`config.mk`:
```
export PLATFORM = sky130hd
export DESIGN_NAME = seq_detector_param_flat
export DESIGN_NICKNAME = d
export VERILOG_FILES = /design/src/rtl/seq_detector_param_if.sv /design/src/rtl/seq_detector_param.sv /design/src/flat_wrapper.sv
export SDC_FILE = /design/constraint.sdc
export NUM_CORES = 1
export LEC_CHECK = 0
export ABC_AREA = 1
export BUFFER_PORTS_ARGS = -buffer_cell sky130_fd_sc_hd__buf_2
export CAP_MARGIN = 25
export CORE_UTILIZATION = 50
export CTS_BUF_LIST = sky130_fd_sc_hd__clkbuf_8
export CTS_CLUSTER_SIZE = 10
export DETAILED_ROUTE_END_ITERATION = 10
export GPL_TIMING_DRIVEN = 1
export PLACE_DENSITY = 0.75
export RECOVER_POWER = 100
export SYNTH_ARGS = -nofsm -noshare
export SYNTH_HDL_FRONTEND = slang
export SYNTH_SLANG_ARGS = --single-unit
```
`constraint.sdc`:
```
create_clock -name clk -period 2 [get_ports clk]
set_input_delay 0.3 -clock clk [delete_from_list [all_inputs] [get_ports clk]]
set_output_delay 0.3 -clock clk [all_outputs]
set_load 0.05 [all_outputs]
```
`src/rtl/seq_detector_param_if.sv`:
```
// Bus bundle for the programmable serial pattern detector: configuration, serial stream and status.
// The slave modport is the detector's view; the master modport is the view of whoever drives it.
interface seq_detector_param_if #(
  parameter int MAX_LEN = 8,
  parameter int LEN_W   = 4,
  parameter int CNT_W   = 8
);
  logic               cfg_load_i;
  logic [MAX_LEN-1:0] cfg_pattern_i;
  logic [LEN_W-1:0]   cfg_len_i;
  logic               cfg_overlap_i;
  logic               din_valid_i;
  logic               din_i;
  logic               clr_count_i;
  logic               match_o;
  logic [CNT_W-1:0]   match_count_o;
  logic               count_sat_o;
  logic               cfg_err_o;
  logic               active_o;

  modport master (
    output cfg_load_i, cfg_pattern_i, cfg_len_i, cfg_overlap_i,
    output din_valid_i, din_i, clr_count_i,
    input  match_o, match_count_o, count_sat_o, cfg_err_o, active_o
  );

  modport slave (
    input  cfg_load_i, cfg_pattern_i, cfg_len_i, cfg_overlap_i,
    input  din_valid_i, din_i, clr_count_i,
    output match_o, match_count_o, count_sat_o, cfg_err_o, active_o
  );
endinterface

```
`src/rtl/seq_detector_param.sv`:
```
// Runtime-programmable serial pattern detector (1..MAX_LEN bits, overlap selectable)
// with registered match pulse, saturating match counter and sticky config-error flag.
module seq_detector_param #(
  parameter int MAX_LEN = 8,
  parameter int LEN_W   = 4,
  parameter int CNT_W   = 8
) (
  input  logic                 clk,
  input  logic                 reset,
  seq_detector_param_if.slave  bus
);

  typedef enum logic {IDLE, RUN} state_t;

  localparam logic [LEN_W-1:0] FULL = LEN_W'(MAX_LEN);

  state_t             state_q;
  logic [MAX_LEN-1:0] hist_q, pattern_q;
  logic [LEN_W-1:0]   fill_q, len_q;
  logic               overlap_q;
  logic               match_q;
  logic [CNT_W-1:0]   count_q;
  logic               sat_q;
  logic               err_q;

  logic [MAX_LEN-1:0] hist_d;
  logic [LEN_W-1:0]   fill_d;
  logic [CNT_W-1:0]   count_d;
  logic [MAX_LEN-1:0] len_mask;
  logic               step;
  logic               hit;
  logic               cfg_ok;

  // Only the low len bits of history and pattern take part in the compare.
  for (genvar gi = 0; gi < MAX_LEN; gi++) begin : g_mask
    assign len_mask[gi] = (len_q > LEN_W'(gi));
  end

  always_comb begin
    step    = (state_q == RUN) && bus.din_valid_i && !bus.cfg_load_i;
    hist_d  = {hist_q[MAX_LEN-2:0], bus.din_i};
    fill_d  = (fill_q == FULL) ? fill_q : fill_q + 1'b1;
    hit     = step && (fill_d >= len_q) && (((hist_d ^ pattern_q) & len_mask) == '0);
    cfg_ok  = (bus.cfg_len_i != '0) && (bus.cfg_len_i <= FULL);
    count_d = count_q + 1'b1;
  end

  always_ff @(posedge clk) begin
    if (reset) begin
      state_q   <= IDLE;
      hist_q    <= '0;
      pattern_q <= '0;
      fill_q    <= '0;
      len_q     <= '0;
      overlap_q <= 1'b0;
      match_q   <= 1'b0;
      count_q   <= '0;
      sat_q     <= 1'b0;
      err_q     <= 1'b0;
    end else begin
      match_q <= hit;

      if (bus.cfg_load_i) begin
        if (cfg_ok) begin
          state_q   <= RUN;
          pattern_q <= bus.cfg_pattern_i;
          len_q     <= bus.cfg_len_i;
          overlap_q <= bus.cfg_overlap_i;
          hist_q    <= '0;
          fill_q    <= '0;
        end else begin
          err_q <= 1'b1;
        end
      end else if (step) begin
        hist_q <= hist_d;
        // Non-overlap restarts the fill so the next match needs len fresh bits.
        fill_q <= (hit && !overlap_q) ? '0 : fill_d;
      end

      if (bus.clr_count_i) begin
        count_q <= '0;
        sat_q   <= 1'b0;
      end else if (hit && (count_q != '1)) begin
        count_q <= count_d;
        if (count_d == '1) begin
          sat_q <= 1'b1;
        end
      end
    end
  end

  assign bus.match_o       = match_q;
  assign bus.match_count_o = count_q;
  assign bus.count_sat_o   = sat_q;
  assign bus.cfg_err_o     = err_q;
  assign bus.active_o      = (state_q == RUN);

endmodule
```
`src/flat_wrapper.sv`:
```
// flat-port wrapper written by rule: the top's interface ports become plain ports
module seq_detector_param_flat 
#(
  parameter int MAX_LEN = 8,
  parameter int LEN_W   = 4,
  parameter int CNT_W   = 8
)
  (clk, reset, bus_cfg_load_i, bus_cfg_pattern_i, bus_cfg_len_i, bus_cfg_overlap_i, bus_din_valid_i, bus_din_i, bus_clr_count_i, bus_match_o, bus_match_count_o, bus_count_sat_o, bus_cfg_err_o, bus_active_o);
  seq_detector_param_if #(.MAX_LEN(MAX_LEN), .LEN_W(LEN_W), .CNT_W(CNT_W)) bus_i ();
  input  logic clk;
  input  logic reset;
  input wire logic [$bits(bus_i.cfg_load_i)-1:0] bus_cfg_load_i;
  input wire logic [$bits(bus_i.cfg_pattern_i)-1:0] bus_cfg_pattern_i;
  input wire logic [$bits(bus_i.cfg_len_i)-1:0] bus_cfg_len_i;
  input wire logic [$bits(bus_i.cfg_overlap_i)-1:0] bus_cfg_overlap_i;
  input wire logic [$bits(bus_i.din_valid_i)-1:0] bus_din_valid_i;
  input wire logic [$bits(bus_i.din_i)-1:0] bus_din_i;
  input wire logic [$bits(bus_i.clr_count_i)-1:0] bus_clr_count_i;
  output wire logic [$bits(bus_i.match_o)-1:0] bus_match_o;
  output wire logic [$bits(bus_i.match_count_o)-1:0] bus_match_count_o;
  output wire logic [$bits(bus_i.count_sat_o)-1:0] bus_count_sat_o;
  output wire logic [$bits(bus_i.cfg_err_o)-1:0] bus_cfg_err_o;
  output wire logic [$bits(bus_i.active_o)-1:0] bus_active_o;
  assign bus_i.cfg_load_i = bus_cfg_load_i;
  assign bus_i.cfg_pattern_i = bus_cfg_pattern_i;
  assign bus_i.cfg_len_i = bus_cfg_len_i;
  assign bus_i.cfg_overlap_i = bus_cfg_overlap_i;
  assign bus_i.din_valid_i = bus_din_valid_i;
  assign bus_i.din_i = bus_din_i;
  assign bus_i.clr_count_i = bus_clr_count_i;
  assign bus_match_o = bus_i.match_o;
  assign bus_match_count_o = bus_i.match_count_o;
  assign bus_count_sat_o = bus_i.count_sat_o;
  assign bus_cfg_err_o = bus_i.cfg_err_o;
  assign bus_active_o = bus_i.active_o;
  seq_detector_param #(.MAX_LEN(MAX_LEN), .LEN_W(LEN_W), .CNT_W(CNT_W)) u_core (.clk(clk), .reset(reset), .bus(bus_i));
endmodule
```
==> run metrics <==
outcome finished, final reports clean; VDD IR max 0.000394 V; leak pwr roughly 1.0 nW; H-tree levels 2; area taken by multi-input logic gates 1060 um^2; CTS max path bufs 2; design area 2350 um^2; slowest stage delay, CP 0.36 ns; Die Span X ~64 um; fmax 0.504 GHz; Row Count 22; Ys Warns 0; Crit path buffers/inverters 3; Core Region between 3000 and 4000 um^2; R2R Path End u_core.bus.match_count_o[4]$_SDFFE_PP0P_; R2R depth 12; most frequent cells in the layout nand2_1 (83), inv_1 (37), dfxtp_1 (34), nor2_1 (31), a21oi_1 (25); layout cell share with drive strength beyond 1 18.3%; Worst Max-Slew Pin Slew 0.600 ns; Total Die Area 4130 um^2; commonest non-fill, non-tap cell in the layout nand2_1; Hold Crit Depth 3; global-route wire length before repair 7020 um; DR vias 1897; CP arrival between 2 and 2.5 ns; total power per unit cell area 680 nW/um^2; Max-cap violations 0; final WL 4270 um; placed cell area 2140 um^2; clk_skew 0.00764 ns; drt initial violations approximately 150; I/O Pins 31; Clk pin slew, worst setup/hold paths 0.07 ns; slowest cell on the critical path dfxtp_4; DRT Pass-1 Iters 4; Cell Chain, Critical Path nand3_1 -> xor2_1 -> inv_1 -> ha_1 -> a21oi_1 -> nand3_2 -> nand2_2 -> inv_2 -> nand3_4 -> clkinvlp_4 -> nor2_1 -> nor2_1; HPWL Detailed 3070 um; nets@finish roughly 370; CP Max Fanout 6; Crit Path Class register to register; GP Congestion 0.811; sequential-to-total area share from yosys stat 37.1%; Post-synth EDFFs 0; Hold Startpoint bus_cfg_pattern_i[3]; Required @ worst endpoint 2.19 ns; Yosys cell types 25; Area growth syn-to-layout 21.1%; RSZ-0062 raised after global routing yes; Hold WC Path Type input pin to register; hold_buf cts 0; Starting Density a little over half; CTS sink count 36; FF+latch count, synth 36; Final period util 99.1%; Clock Latency Late Sink 0.29 ns; Avg Cell Area, Syn approximately 6.6 um^2; Via density 4.90; critical path launch point type register; largest net degree at the start of global routing 17; vias in the first global route 1723; DR WL/cell 11.0 um; Setup TNS 0 ns; CTS root buffer clkbuf_8; delay-heaviest family, CP simple AND/OR/NAND/NOR gates; Worst Setup End Kind register; Syn Inst Count between 200 and 300; ys async rst share 0%; Slew headroom 60.1%; TritonCTS clock tree yes; GRT overflow 0; Die Span Y 64.3 um; Tmin final 1.98 ns; R2R Setup Slk 0.02 ns; IO buf count 30; CP most frequent cell nor2_1; Worst Hold End u_core.pattern_q[3]$_SDFFE_PP0P_; Most used DFF post-synth dfxtp_1; antenna cell count 0; Hold Vio Cnt, Final 0; Mapped Area 1940 um^2; Setup-failing EPs final 0; register area 726 um^2; Post-Syn Nets 322; Final Max Tran Viols 0; CTS Buf Count 5; DRT antenna net count 0; drc violations 0; antenna violations before repair 0; Reg2Reg Launch Point u_core.fill_q[1]$_SDFFE_PP0P_; Fill cells 373; global-route usage over all layers 21.6%
state kept, by name, summed over array words and instances, names as in the netlist:
register,cells
u_core.bus.cfg_err_o,1
u_core.bus.active_o,1
u_core.bus.count_sat_o,1
u_core.pattern_q,8
u_core.hist_q,7
u_core.fill_q,4
u_core.bus.match_o,1
u_core.len_q,4
u_core.overlap_q,1
u_core.bus.match_count_o,8
logic make-up (layout without fill, tap and decap cells):
kind of cell / after synthesis / count (layout) / synth area share [%]
compound gates: 45 / 45 / 12.3
xor+xnor: 5 / 5 / 2.26
fa+ha+maj: 8 / 8 / 5.16
buf+inv: 49 / 93 / 10.4
flops: 36 / 36 / 37.1
simple gates: 152 / 152 / 32.8
cells in the mapped netlist (2+ instances only):
cell type	instances	area [um^2]
ha_1	8	100
clkbuf_1	4	15.0
inv_2	3	11.3
nor3_1	2	10.0
o21ai_0	16	80.1
buf_6	2	22.5
nor2_1	33	124
nand3_1	22	110
inv_1	38	143
nand4_1	2	12.5
nand2_2	2	12.5
nand2_1	84	315
a21oi_1	25	125
buf_2	2	10.0
nor2_2	2	12.5
dfxtp_1	36	721
or2_1	2	12.5
xor2_1	5	43.8
layout make-up:
cell class / instances / share of cell area, %
clock buffer: 5 / 2.93
timing repair buffer: 43 / 9.69
inverter: 41 / 6.66
clock inverter: 3 / 1.65
tap: 48 / 2.56
timing repair inverter: 1 / 0.319
multi-input combinational: 210 / 45.3
sequential: 36 / 30.9
how the worst max path moves through the flow:
stage                                  start                                        to  depth (start not counted)
3_5_place_dp   u_core.fill_q[0]$_SDFFE_PP0P_  u_core.bus.match_count_o[2]$_SDFFE_PP0P_                         17
4_1_cts        u_core.fill_q[0]$_SDFFE_PP0P_  u_core.bus.match_count_o[4]$_SDFFE_PP0P_                         16
2_1_floorplan  u_core.fill_q[0]$_SDFFE_PP0P_  u_core.bus.match_count_o[0]$_SDFFE_PP0P_                         17
3_3_place_gp   u_core.fill_q[0]$_SDFFE_PP0P_  u_core.bus.match_count_o[3]$_SDFFE_PP0P_                         17
5_1_grt        u_core.fill_q[1]$_SDFFE_PP0P_  u_core.bus.match_count_o[2]$_SDFFE_PP0P_                         12
6_report       u_core.fill_q[1]$_SDFFE_PP0P_  u_core.bus.match_count_o[4]$_SDFFE_PP0P_                         12
metrics by stage:
| step | power, mW | setup slack (ns) | instances | hold slack [ns] | utilization, % |
|---|---|---|---|---|---|
| CTS | 1.61 | 0.0148 | 386 | 0.232 | 63.1 |
| floorplan | 0.923 | 0.0620 | 295 | 0.430 | - |
| finish | 1.60 | 0.0178 | 387 | 0.239 | 63.7 |
| global route | 1.67 | -0.0946 | 387 | 0.242 | 63.7 |
| global placement | 0.977 | -0.0411 | 370 | 0.435 | 58.0 |
| detailed placement | 0.983 | -0.119 | 370 | 0.451 | 58.0 |
tightest hold or removal path, stage by stage:
cell    delay [ns]
buf_2         0.07
nor2_1        0.03
nor2_1        0.08
metal layers:
metal  wire, um  global-route usage [%]  vias to the layer above  part of all wire [%]
li1           -                       -                     1012                     -
met1       2010                    25.6                      846                    47
met2       2080                    38.6                       32                    49
met3        111                    3.39                        7                   2.6
met4         64                    8.33                        0                   1.5
met5          0                       0                        -                     0
where the power goes:
part           switching, mW  internal, mW  leakage, nW
logic                  0.139        0.0786        0.687
registers             0.0184         0.741        0.294
clock network          0.257         0.365       0.0593
total                  0.414          1.18         1.04
repair_timing:
action                                  4_1_cts  5_1_grt
pin swaps                                     6        9
buffers inserted                              7        1
cloned                                        1        0
endpoints found under the setup margin       12       13
gates resized for setup                       9       11
Power figures use the tool's default switching activity.
